==> config.mk <==
export PLATFORM = sky130hd
export DESIGN_NAME = reg_bank_flat
export DESIGN_NICKNAME = d
export VERILOG_FILES = /design/src/rtl/reg_bank_if.sv /design/src/rtl/reg_bank.sv /design/src/flat_wrapper.sv
export SDC_FILE = /design/constraint.sdc
export NUM_CORES = 1
export LEC_CHECK = 0
export ABC_AREA = 1
export CORE_ASPECT_RATIO = 0.7
export CORE_UTILIZATION = 41
export DETAILED_ROUTE_END_ITERATION = 8
export PLACE_DENSITY = 0.83
export SLEW_MARGIN = 10
export SYNTH_ARGS = -nofsm -noshare
export SYNTH_HDL_FRONTEND = slang
export SYNTH_SLANG_ARGS = --single-unit
==> constraint.sdc <==
create_clock -name Cclk -period 5.05 [get_ports Cclk]
set_input_delay 1.01 -clock Cclk [delete_from_list [all_inputs] [get_ports Cclk]]
set_output_delay 1.01 -clock Cclk [all_outputs]
set_load 0.05 [all_outputs]
==> src/rtl/reg_bank_if.sv <==
// Slow-control bus bundle for reg_bank: address/data strobes in, registered
// read data and ack/unknown handshake out.
interface reg_bank_if #(
    parameter int unsigned DW = 32
);
    logic [7:0]    Address;
    logic [DW-1:0] DataIn;
    logic          Read;
    logic          Write;
    logic [DW-1:0] DataOut;
    logic          ack;
    logic          unknown;

    modport master (
        output Address, DataIn, Read, Write,
        input  DataOut, ack, unknown
    );

    modport slave (
        input  Address, DataIn, Read, Write,
        output DataOut, ack, unknown
    );
endinterface

==> src/rtl/reg_bank.sv <==
// Slow-control register bank: NREG read/write control registers and NSTAT
// read-only status words in one address window, one-cycle ack/unknown reply.
module reg_bank #(
    parameter logic [7:0]  BASEAD       = 8'hC0,
    parameter int unsigned DW           = 32,
    parameter int unsigned NREG         = 4,
    parameter int unsigned NSTAT        = 2,
    parameter logic [NREG*DW-1:0] DEFAULTVALUE = '0,
    parameter logic [NREG*DW-1:0] PULSEMASK    = '0
) (
    input  logic                                   Cclk,
    input  logic                                   rst,
    reg_bank_if.slave                              bus,
    input  logic [((NSTAT > 0) ? NSTAT : 1)*DW-1:0] Status,
    output logic [NREG*DW-1:0]                     Q,
    output logic [NREG-1:0]                        Strobe
);

    logic [7:0]         off;
    logic               in_win;
    logic               is_ctrl;
    logic [DW-1:0]      rd_data;
    logic [NREG*DW-1:0] q_nxt;
    logic [NREG-1:0]    strb_nxt;
    logic [DW-1:0]      dout_nxt;
    logic               ack_nxt;
    logic               unk_nxt;

    always_comb begin
        off     = bus.Address - BASEAD;
        in_win  = (bus.Address >= BASEAD) && ({24'd0, off} < NREG + NSTAT);
        is_ctrl = {24'd0, off} < NREG;

        rd_data = '0;
        for (int unsigned k = 0; k < NREG; k++)
            if (off == 8'(k)) rd_data = Q[k*DW +: DW] & ~PULSEMASK[k*DW +: DW];
        for (int unsigned j = 0; j < NSTAT; j++)
            if (off == 8'(NREG + j)) rd_data = Status[j*DW +: DW];

        // Pulse bits clear every cycle unless this cycle's write reloads them.
        q_nxt    = Q & ~PULSEMASK;
        strb_nxt = '0;
        dout_nxt = '0;
        ack_nxt  = 1'b0;
        unk_nxt  = 1'b0;

        if (in_win) begin
            if (bus.Read && bus.Write) begin
                unk_nxt = 1'b1;
            end else if (bus.Write) begin
                if (is_ctrl) begin
                    ack_nxt = 1'b1;
                    for (int unsigned k = 0; k < NREG; k++) begin
                        if (off == 8'(k)) begin
                            q_nxt[k*DW +: DW] = bus.DataIn;
                            strb_nxt[k]       = 1'b1;
                        end
                    end
                end else begin
                    unk_nxt = 1'b1;
                end
            end else if (bus.Read) begin
                ack_nxt  = 1'b1;
                dout_nxt = rd_data;
            end
        end
    end

    always_ff @(posedge Cclk or posedge rst) begin
        if (rst) begin
            Q           <= DEFAULTVALUE & ~PULSEMASK;
            Strobe      <= '0;
            bus.DataOut <= '0;
            bus.ack     <= 1'b0;
            bus.unknown <= 1'b0;
        end else begin
            Q           <= q_nxt;
            Strobe      <= strb_nxt;
            bus.DataOut <= dout_nxt;
            bus.ack     <= ack_nxt;
            bus.unknown <= unk_nxt;
        end
    end

endmodule

==> src/flat_wrapper.sv <==
// flat-port wrapper written by rule: the top's interface ports become plain ports
module reg_bank_flat 
#(
    parameter logic [7:0]  BASEAD       = 8'hC0,
    parameter int unsigned DW           = 32,
    parameter int unsigned NREG         = 4,
    parameter int unsigned NSTAT        = 2,
    parameter logic [NREG*DW-1:0] DEFAULTVALUE = '0,
    parameter logic [NREG*DW-1:0] PULSEMASK    = '0
)
  (Cclk, rst, Status, Q, Strobe, bus_Address, bus_DataIn, bus_Read, bus_Write, bus_DataOut, bus_ack, bus_unknown);
  reg_bank_if #(.DW(DW)) bus_i ();
  input  logic Cclk;
  input  logic rst;
  input  logic [((NSTAT > 0) ? NSTAT : 1)*DW-1:0] Status;
  output logic [NREG*DW-1:0] Q;
  output logic [NREG-1:0] Strobe;
  input wire logic [$bits(bus_i.Address)-1:0] bus_Address;
  input wire logic [$bits(bus_i.DataIn)-1:0] bus_DataIn;
  input wire logic [$bits(bus_i.Read)-1:0] bus_Read;
  input wire logic [$bits(bus_i.Write)-1:0] bus_Write;
  output wire logic [$bits(bus_i.DataOut)-1:0] bus_DataOut;
  output wire logic [$bits(bus_i.ack)-1:0] bus_ack;
  output wire logic [$bits(bus_i.unknown)-1:0] bus_unknown;
  assign bus_i.Address = bus_Address;
  assign bus_i.DataIn = bus_DataIn;
  assign bus_i.Read = bus_Read;
  assign bus_i.Write = bus_Write;
  assign bus_DataOut = bus_i.DataOut;
  assign bus_ack = bus_i.ack;
  assign bus_unknown = bus_i.unknown;
  reg_bank #(.BASEAD(BASEAD), .DW(DW), .NREG(NREG), .NSTAT(NSTAT), .DEFAULTVALUE(DEFAULTVALUE), .PULSEMASK(PULSEMASK)) u_core (.Cclk(Cclk), .rst(rst), .bus(bus_i), .Status(Status), .Q(Q), .Strobe(Strobe));
endmodule
==> results.cfg, run 1 <==
[run_status]
outcome = complete, but fails checks
violations = DRC

[timing]
fin_crit_sh_pct = 68.0
period_needed_ns = 3.44
setup_viol = 0
finalHoldWorstSlack_ns = 0.509
clock_skew_ns = 0.00795
relSlewSlack_pct = 33.3
rsz0062_at_grt = false
hold_viol = 0
fin_tns_setup_ns = 0
tightest_slew_ns = 0.999
final-max-slew-violation-count = 0
max_freq_mhz = 291

[detailed_routing]
dr.pass1.iters = 8
wl_per_cell_um = 18.7
ant_nets = 0
drt_iter0_drc = 688
wirelength_mm = 26.2
vias = 7341
drc = 4
vias_per_cell = 5.25

[cells_and_area]
areaGrowthSynthToFinish_pct = 46.4
final_nets = 1255
stdcell_count = 1397
fillers = 1505
drive_gt1_share_pct = 5.60
layout_common_cells = clkdlybuf4s50_1 (273), nand2_1 (259), dfrtp_1 (166)
layout_commonest_cell = clkdlybuf4s50_1

[floorplan]
die_x_um = 164
chipHeight_um = 115
rows = 41
ios = 274
fp.coreArea_um2 = 18000
start_util_pct = 41.8
die-area_um2 = 18900

[yosys]
synthCells = 895
yosysTopAreaCell = dfrtp_1
synthTopCellsByArea = dfrtp_1 (55%), nand2_1 (13%), o21ai_0 (9.1%), inv_1 (4.4%), a21oi_1 (4.4%)
synth_seq_cells = 166
avgSynthCellArea_um2 = 8.41
syn-num-nets = 1003
synth_warnings = 0
synth_cell_types = 29
yosysTopAreaCellShare_pct = 55.2
yosysSeqAreaShare_pct = 55.2
synth_area_um2 = 7530

[clocking]
cts_setup_buffers = 0
cts_htree_levels = 4
clock_latency_ns = 0.42
cts-root-buf = clkbuf_16
cts_tree = done
clk_pin_slew_ns = 0.06
cts_resized = 0
numCtsBuffers = 17
clock_path_buffers = 2
ctsHoldBuffers = 0
cts_num_sinks = 166

[critical_path]
criticalPathCategory = primary input to flop
worstReg2RegStart = u_core.Q[71]
critPathLaunch = bus_Address[7]
end_kind = flop
critPathArrivalTime_ns = 3.70
crit_fanout = 37
cp-start-kind = primary input
cp_data_required_time_ns = 5.32

[placement]
dp_cells = 1364
portBuffers = 273
gp_congestion = 0.918
dp_hpwl_mm = 18.3

[flow_run]
drv_cap = 0

[min_path]
holdCritStartpoint = u_core.Q[70]
hold_path_class = flop to flop

[global_route]
grt_max_degree = 167
grt_pass1_wl_mm = 39.0
grt_usage_pct = 27.9
grt_overflow = 0
antenna_found_initial = 0
grt_pass1_vias = 7103

[pwr]
power_leakage_nw = 4.87
ir_drop_v = 0.000197
power_density_nw_per_um2 = 275
==> final timing paths <==
kind	slack (ns)	to	cells after the start
worst max-delay path	1.61	u_core.Q[100]	9
worst min-delay path	0.51	u_core.Q[70]	2
worst max register to register	3.87	u_core.bus.DataOut[7]	4
worst min register to register	0.51	u_core.Q[70]	2
max in group asynchronous	3.19	u_core.Q[51]	3
min in group asynchronous	1.22	u_core.bus.DataOut[6]	3
==> metal layers <==
layer	up-vias	global-route usage [%]	part of all wire, %
li1	3405	-	-
met2	397	42.3	44
met3	28	10.4	12
met1	3511	37.4	43
met5	-	0	0
met4	0	8.02	1.1
==> cell families (layout without fill, tap and decap cells) <==
group           after synthesis  in the layout  share of synthesized area, %
compound gates              269            269                          18.4
other cells                   0              1                             0
simple gates                313            313                          17.9
buf+inv                     147            412                          8.61
flops                       166            166                          55.2
==> per-stage QoR <==
step / util (%) / worst slack (ns) / instance area (um2) / total power [mW]
2_1_floorplan: - / 1.93 / 7530 / 1.47
3_3_place_gp: 57.6 / 1.31 / 10400 / 1.61
3_5_place_dp: 57.6 / 1.23 / 10400 / 1.61
4_1_cts: 61.2 / 1.68 / 11000 / 3.05
5_1_grt: 61.2 / 1.44 / 11000 / 3.12
6_report: 61.2 / 1.61 / 11000 / 3.03
==> flip-flops by register name (all words and copies together), names as in the netlist <==
name,count
u_core.bus.unknown,1
u_core.Strobe,4
u_core.bus.ack,1
u_core.Q,128
u_core.bus.DataOut,32
==> where the power goes <==
group	switching [mW]	leakage (nW)	internal, mW
sequential	0.0102	2.11	1.34
clock	0.560	0.316	0.886
combinational	0.130	2.44	0.104
==> cells in the mapped netlist, drive strengths merged <==
master,instances
a21oi,66
buf,34
clkbuf,16
clkinv,1
dfrtp,166
inv,96
nand2,265
nand3,24
nand3b,3
nand4,2
nor2,16
nor3,2
nor4,1
o211ai,8
o21ai,194
o21bai,1
==> critical path: stages <==
cell             delay [ns]
clkdlybuf4s50_1        0.47
nand2_2                0.11
nor2_8                 0.23
nand2_4                0.10
nor2_8                 0.39
nand2_2                0.30
nor2_4                 0.44
buf_4                  0.43
o21ai_0                0.17
==> cell type report <==
cell class / count / area, um2 / area share (%)
Sequential cell: 166 / 4150 / 37.7
Timing Repair Buffer: 283 / 2820 / 25.6
Multi-Input combinational cell: 582 / 2730 / 24.8
Clock buffer: 18 / 429 / 3.89
Inverter: 97 / 370 / 3.36
Tap cell: 236 / 295 / 2.68
Clock inverter: 14 / 220 / 2.00
Antenna cell: 1 / 2.50 / 0.0227
Note: power is estimated with default switching activity, not from simulation.
==> run 2, diff against run 1 <==
- clock period: 5.05 -> 3.1 ns (I/O delays scaled with it)
==> results.cfg, run 2 (synthesis results as in run 1) <==
[run_status]
outcome = complete, no violations

[pwr]
power_density_nw_per_um2 = 422
ir_drop_v = 0.000285
power_leakage_nw = 4.89
power_mw = 4.68

[detailed_routing]
drc = 0
ant_nets = 0
drt_iter0_drc = 844
wirelength_mm = 26.0
wl_per_cell_um = 18.5
dr.pass1.iters = 5
vias = 7393
vias_per_cell = 5.27

[clocking]
ctsHoldBuffers = 0
cts-root-buf = clkbuf_16
cts_num_sinks = 166
cts_setup_buffers = 0
cts_resized = 0
clock_latency_ns = 0.43
clk_pin_slew_ns = 0.07
numCtsBuffers = 17
cts_tree = done
clock_path_buffers = 2
cts_htree_levels = 4

[timing]
final-max-slew-violation-count = 0
max_freq_mhz = 406
setup_viol = 0
hold_viol = 0
rsz0062_at_grt = false
relSlewSlack_pct = 32.3
clock_skew_ns = 0.0122
fin_tns_setup_ns = 0
fin_crit_sh_pct = 79.5
tightest_slew_ns = 1.01
period_needed_ns = 2.47

[floorplan]
rows = 41
chipHeight_um = 115
fp.coreArea_um2 = 18000
die-area_um2 = 18900
die_x_um = 164
start_util_pct = 41.8
ios = 274

[cells_and_area]
largest_reg_flops = 128
reg_top3 = u_core.Q x128, u_core.bus.DataOut x32, u_core.Strobe x4
fillers = 1522
final_nets = 1263
areaGrowthSynthToFinish_pct = 47.0
drive_gt1_share_pct = 6.25
regMostFlops = u_core.Q
insertedDiodeCount = 0
layout_commonest_cell = clkdlybuf4s50_1
layout_common_cells = clkdlybuf4s50_1 (273), nand2_1 (259), dfrtp_1 (166)

[critical_path]
worst_path_most_repeated_cell = inv_2
cp_data_required_time_ns = 3.36
cp-start-kind = primary input
path_cells = clkdlybuf4s50_1, inv_4, o211ai_4, nor2_1, inv_2, nor2_8, inv_2, o21ai_0
path_delay_family = buffers and inverters
criticalPathCategory = primary input to flop
cp_slowest_cell = inv_2
crit_fanout = 58
end_kind = flop
critPathArrivalTime_ns = 2.73
max_stage_delay_ns = 0.73
critPathBufInv = 4

[global_route]
grt_usage_pct = 28.0
grt_overflow = 0
grt_max_degree = 94
grt_pass1_vias = 7077
antenna_found_initial = 1
grt_pass1_wl_mm = 39.4

[placement]
dp_hpwl_mm = 17.7
portBuffers = 273
gp_congestion = 0.912

[min_path]
hold_path_class = flop to flop

[flow_run]
drv_cap = 0
[run 2: routing by layer]
metal | part of all wire [%] | vias up | routed length, um | GRT usage (%)
li1 | - | 3411 | - | -
met1 | 44 | 3551 | 11400 | 38.5
met2 | 44 | 390 | 11500 | 43.0
met3 | 9.9 | 41 | 2570 | 8.04
met4 | 1.9 | 0 | 496 | 8.70
met5 | 0 | - | 0 | 0
[run 2: worst reg2reg max path, stage by stage (launching register included)]
cell and delay (ns):
dfrtp_1 0.42, nand3_1 0.09, nand2_1 0.07, nand2_1 0.05
nand2_1 0.05, nand2_1 0.06, nand2_1 0.07, nand2_1 0.06
a21oi_1 0.15
[run 2: final timing paths]
path / depth (start not counted) / slack [ns] / start / endpoint
worst max-delay path: 8 / 0.63 / bus_Address[1] / u_core.Q[68]
worst max register to register: 8 / 2.01 / u_core.Q[10] / u_core.bus.DataOut[10]
worst min-delay path: 2 / 0.51 / u_core.Q[70] / u_core.Q[70]
min in group asynchronous: 3 / 0.67 / rst / u_core.bus.DataOut[0]
worst min register to register: 2 / 0.51 / u_core.Q[70] / u_core.Q[70]
max in group asynchronous: 3 / 1.96 / rst / u_core.Q[19]
[run 2: cell type report]
| cell class | count | area, um2 | share of cell area (%) |
|---|---|---|---|
| flip-flops and latches | 166 | 4150 | 37.5 |
| repair buffers | 291 | 2940 | 26.6 |
| multi-input cells | 582 | 2730 | 24.7 |
| clock buffers | 20 | 457 | 4.13 |
| inverters | 97 | 370 | 3.35 |
| well taps | 236 | 295 | 2.67 |
| clock inverters | 12 | 118 | 1.06 |
[run 2: report_power, final]
part | switching [mW] | total, mW | internal (mW)
clock | 0.926 | 2.09 | 1.16
combinational | 0.214 | 0.387 | 0.174
sequential | 0.0161 | 2.20 | 2.18
[run 2: metrics by stage]
step	std cells	hold slack, ns	utilization [%]	setup slack [ns]	area, um2
5_1_grt	1404	0.545	61.5	0.458	11100
6_report	1404	0.506	61.5	0.634	11100
4_1_cts	1404	0.506	61.5	0.671	11100
3_3_place_gp	1372	0.491	58.3	0.273	10500
2_1_floorplan	895	0.741	-	0.367	7530
3_5_place_dp	1372	0.489	58.3	0.251	10500
==> patch: new RTL, config.mk and constraints of run 2 <==
Make the reset (`rst`) synchronous in one clocked block.
--- a/src/rtl/reg_bank.sv
+++ b/src/rtl/reg_bank.sv
@@ -67,5 +67,5 @@
     end
 
-    always_ff @(posedge Cclk or posedge rst) begin
+    always_ff @(posedge Cclk) begin
         if (rst) begin
             Q           <= DEFAULTVALUE & ~PULSEMASK;
Behaviour: differs if rst is asserted again (counterexample within 4 cycles, from zero or initial values and one cycle with rst high); with rst held inactive, the same outputs for 4 cycles.
==> patch against run 2 <==
- sequential cell count unchanged
- via count grew 8.1%
- sequential share of layout area fell by 6.0 points
- global-route usage is 2.1 points higher
- area after synthesis decreased by 5.3%
- register-to-register slack improved by 0.10 ns
- wire length rose by 5.7%
- largest cell class is now multi-input combinational cells
- core utilization grew 1.8 points
- design area fell by 4.8%
- largest power group unchanged
- setup slack improved by 0.068 ns
- power is 5.2% lower
- critical endpoint is now u_core.Q[23]$_SDFFE_PP0P_
==> patch: results (changes against run 2) <==
Outcome:
- Outcome: finished, final reports clean (unchanged).

Setup path:
- The maximum cell stage delay along the critical path is 0.45 ns (was 0.73 ns).
- The worst path arrival time was 2.71 ns (was 2.73 ns).
- The first element of the critical path is bus_Address[7] (was bus_Address[1]).
- The critical path's slowest cell is sky130_fd_sc_hd__clkdlybuf4s50_1 (was sky130_fd_sc_hd__inv_2).
- The reg-to-reg endpoint was u_core.bus.DataOut[22]$_SDFF_PP0_ (was u_core.bus.DataOut[10]$_DFF_PP0_).
- The maximum fanout count along the critical path is 32 (was 58).
- The count of cells along the worst register-to-register path is 4 (was 8).
- The setup slack of the worst register-to-register path is 2.11 ns (was 2.01 ns).
- The reg-to-reg startpoint is u_core.Q[86]$_SDFFE_PP0P_ (was u_core.Q[10]$_DFFE_PP0P_).

Global route:
- The number of global-route vias before repair is 7268 (was 7077).
- The global-route usage over all layers came to 30.1% (was 28.0%).
- The global-route wire length before repair is 41500 µm (was 39400 µm).
- The maximum number of pins on one net before global-route repair was 98 (was 94).

Synth:
- Leading cell types by total area after synthesis: sky130_fd_sc_hd__dfxtp_1 (47%), sky130_fd_sc_hd__nor2_1 (12%), sky130_fd_sc_hd__nand3_1 (8.3%), sky130_fd_sc_hd__nand2_1 (7.7%), sky130_fd_sc_hd__o21ai_0 (6.8%) (was sky130_fd_sc_hd__dfrtp_1 (55%), sky130_fd_sc_hd__nand2_1 (13%), sky130_fd_sc_hd__o21ai_0 (9.1%), sky130_fd_sc_hd__inv_1 (4.4%), sky130_fd_sc_hd__a21oi_1 (4.4%)).
- The share of the yosys chip area belonging to registers is 46.6% (was 55.2%).
- The count of different cell masters after synthesis is 22 (was 29).
- The share of synthesized flip-flops with an asynchronous set or reset came to 0% (was 100%).
- The most used flip-flop cell after synthesis is sky130_fd_sc_hd__dfxtp_1 (was sky130_fd_sc_hd__dfrtp_1).

Finish:
- The final net count is 1354 (was 1263).
- The fraction of layout instances using a drive strength above 1 came to 6.51% (was 6.25%).

Drt:
- The average via count per standard cell is 5.39 (was 5.27).
- The violation count after the first detailed-route iteration is 1007 (was 844).
- The iteration count of the initial detailed-routing pass is 6 (was 5).

STA:
- The relative slew slack came to 40.0% (was 32.3%).
- The number of max-slew violations in the final report is 0 (unchanged).
- The worst-case clock skew is 0.0114 ns (was 0.0122 ns).

Clocking:
- The number of clock buffers inserted by TritonCTS is 17 (unchanged).

Pwr:
- The static leakage is 0.00390 µW (was 0.00489 µW).
- The maximum ir drop on the vdd rail was 0.280 mV (was 0.285 mV).

Place:
- The half-perimeter wire length after placement is 18300 µm (was 17700 µm).
- The weighted congestion at the end of routability-driven global placement is 0.902 (was 0.912).
[patch: layer usage]
metal	routed length [µm]	track usage [%]
met1	11600	39.7
met2	12200	46.6
met3	3300	10.6
met4	354	8.33
met5	8	0
[patch: final cells by class]
type                            instances  area, µm²
Tap cell                              225        282
Multi-Input combinational cell        747       3380
Clock inverter                         12        104
Inverter                               17       63.8
Fill cell                            1434       6110
Timing Repair Buffer                  297       2930
Clock buffer                           20        447
Sequential cell                       166       3320
[patch: cells by family (layout without fill, tap and decap cells)]
kind of cell,after synthesis,after routing,synth area share (%)
buffers and inverters,95,346,6.28
and+or+nand+nor,551,551,33.3
AOI/OAI and AO/OA,196,196,13.8
DFF,166,166,46.6
[patch: stage by stage]
stage	std cells	hold slack [ns]	worst slack, ns	cell area [µm²]	utilization, %
2_1_floorplan	1008	0.689	1.40	7130	-
3_3_place_gp	1452	0.464	0.363	9980	60.0
3_5_place_dp	1452	0.474	0.345	9980	60.0
4_1_cts	1484	0.485	0.750	10500	63.3
5_1_grt	1484	0.512	0.497	10500	63.3
6_report	1484	0.483	0.703	10500	63.3
[patch: where the power goes]
group	leakage, µW	switching, µW	internal [µW]
Sequential	0.00134	0.771	2130
Combinational	0.00230	137	144
Clock	0.000266	892	1130
Total	0.00390	1030	3400
[patch: worst min path at each step]
stage | slack, ns | cells after the start | to | startpoint
after floorplan | 0.69 | 2 | u_core.Q[75]$_SDFFE_PP0P_ | u_core.Q[75]$_SDFFE_PP0P_
after global routing | 0.51 | 2 | u_core.Q[79]$_SDFFE_PP0P_ | u_core.Q[79]$_SDFFE_PP0P_
after detailed placement | 0.47 | 2 | u_core.Q[79]$_SDFFE_PP0P_ | u_core.Q[79]$_SDFFE_PP0P_
after global placement | 0.46 | 2 | u_core.Q[64]$_SDFFE_PP0P_ | u_core.Q[64]$_SDFFE_PP0P_
final | 0.48 | 2 | u_core.Q[79]$_SDFFE_PP0P_ | u_core.Q[79]$_SDFFE_PP0P_
after CTS | 0.49 | 2 | u_core.Q[79]$_SDFFE_PP0P_ | u_core.Q[79]$_SDFFE_PP0P_
[patch: worst max-delay path: cells and delay by family]
family	cells	cell delay, ns
buffers and inverters	1	0.45
AND/OR/NAND/NOR	6	1.26
AO/OA/AOI/OAI	1	0.36
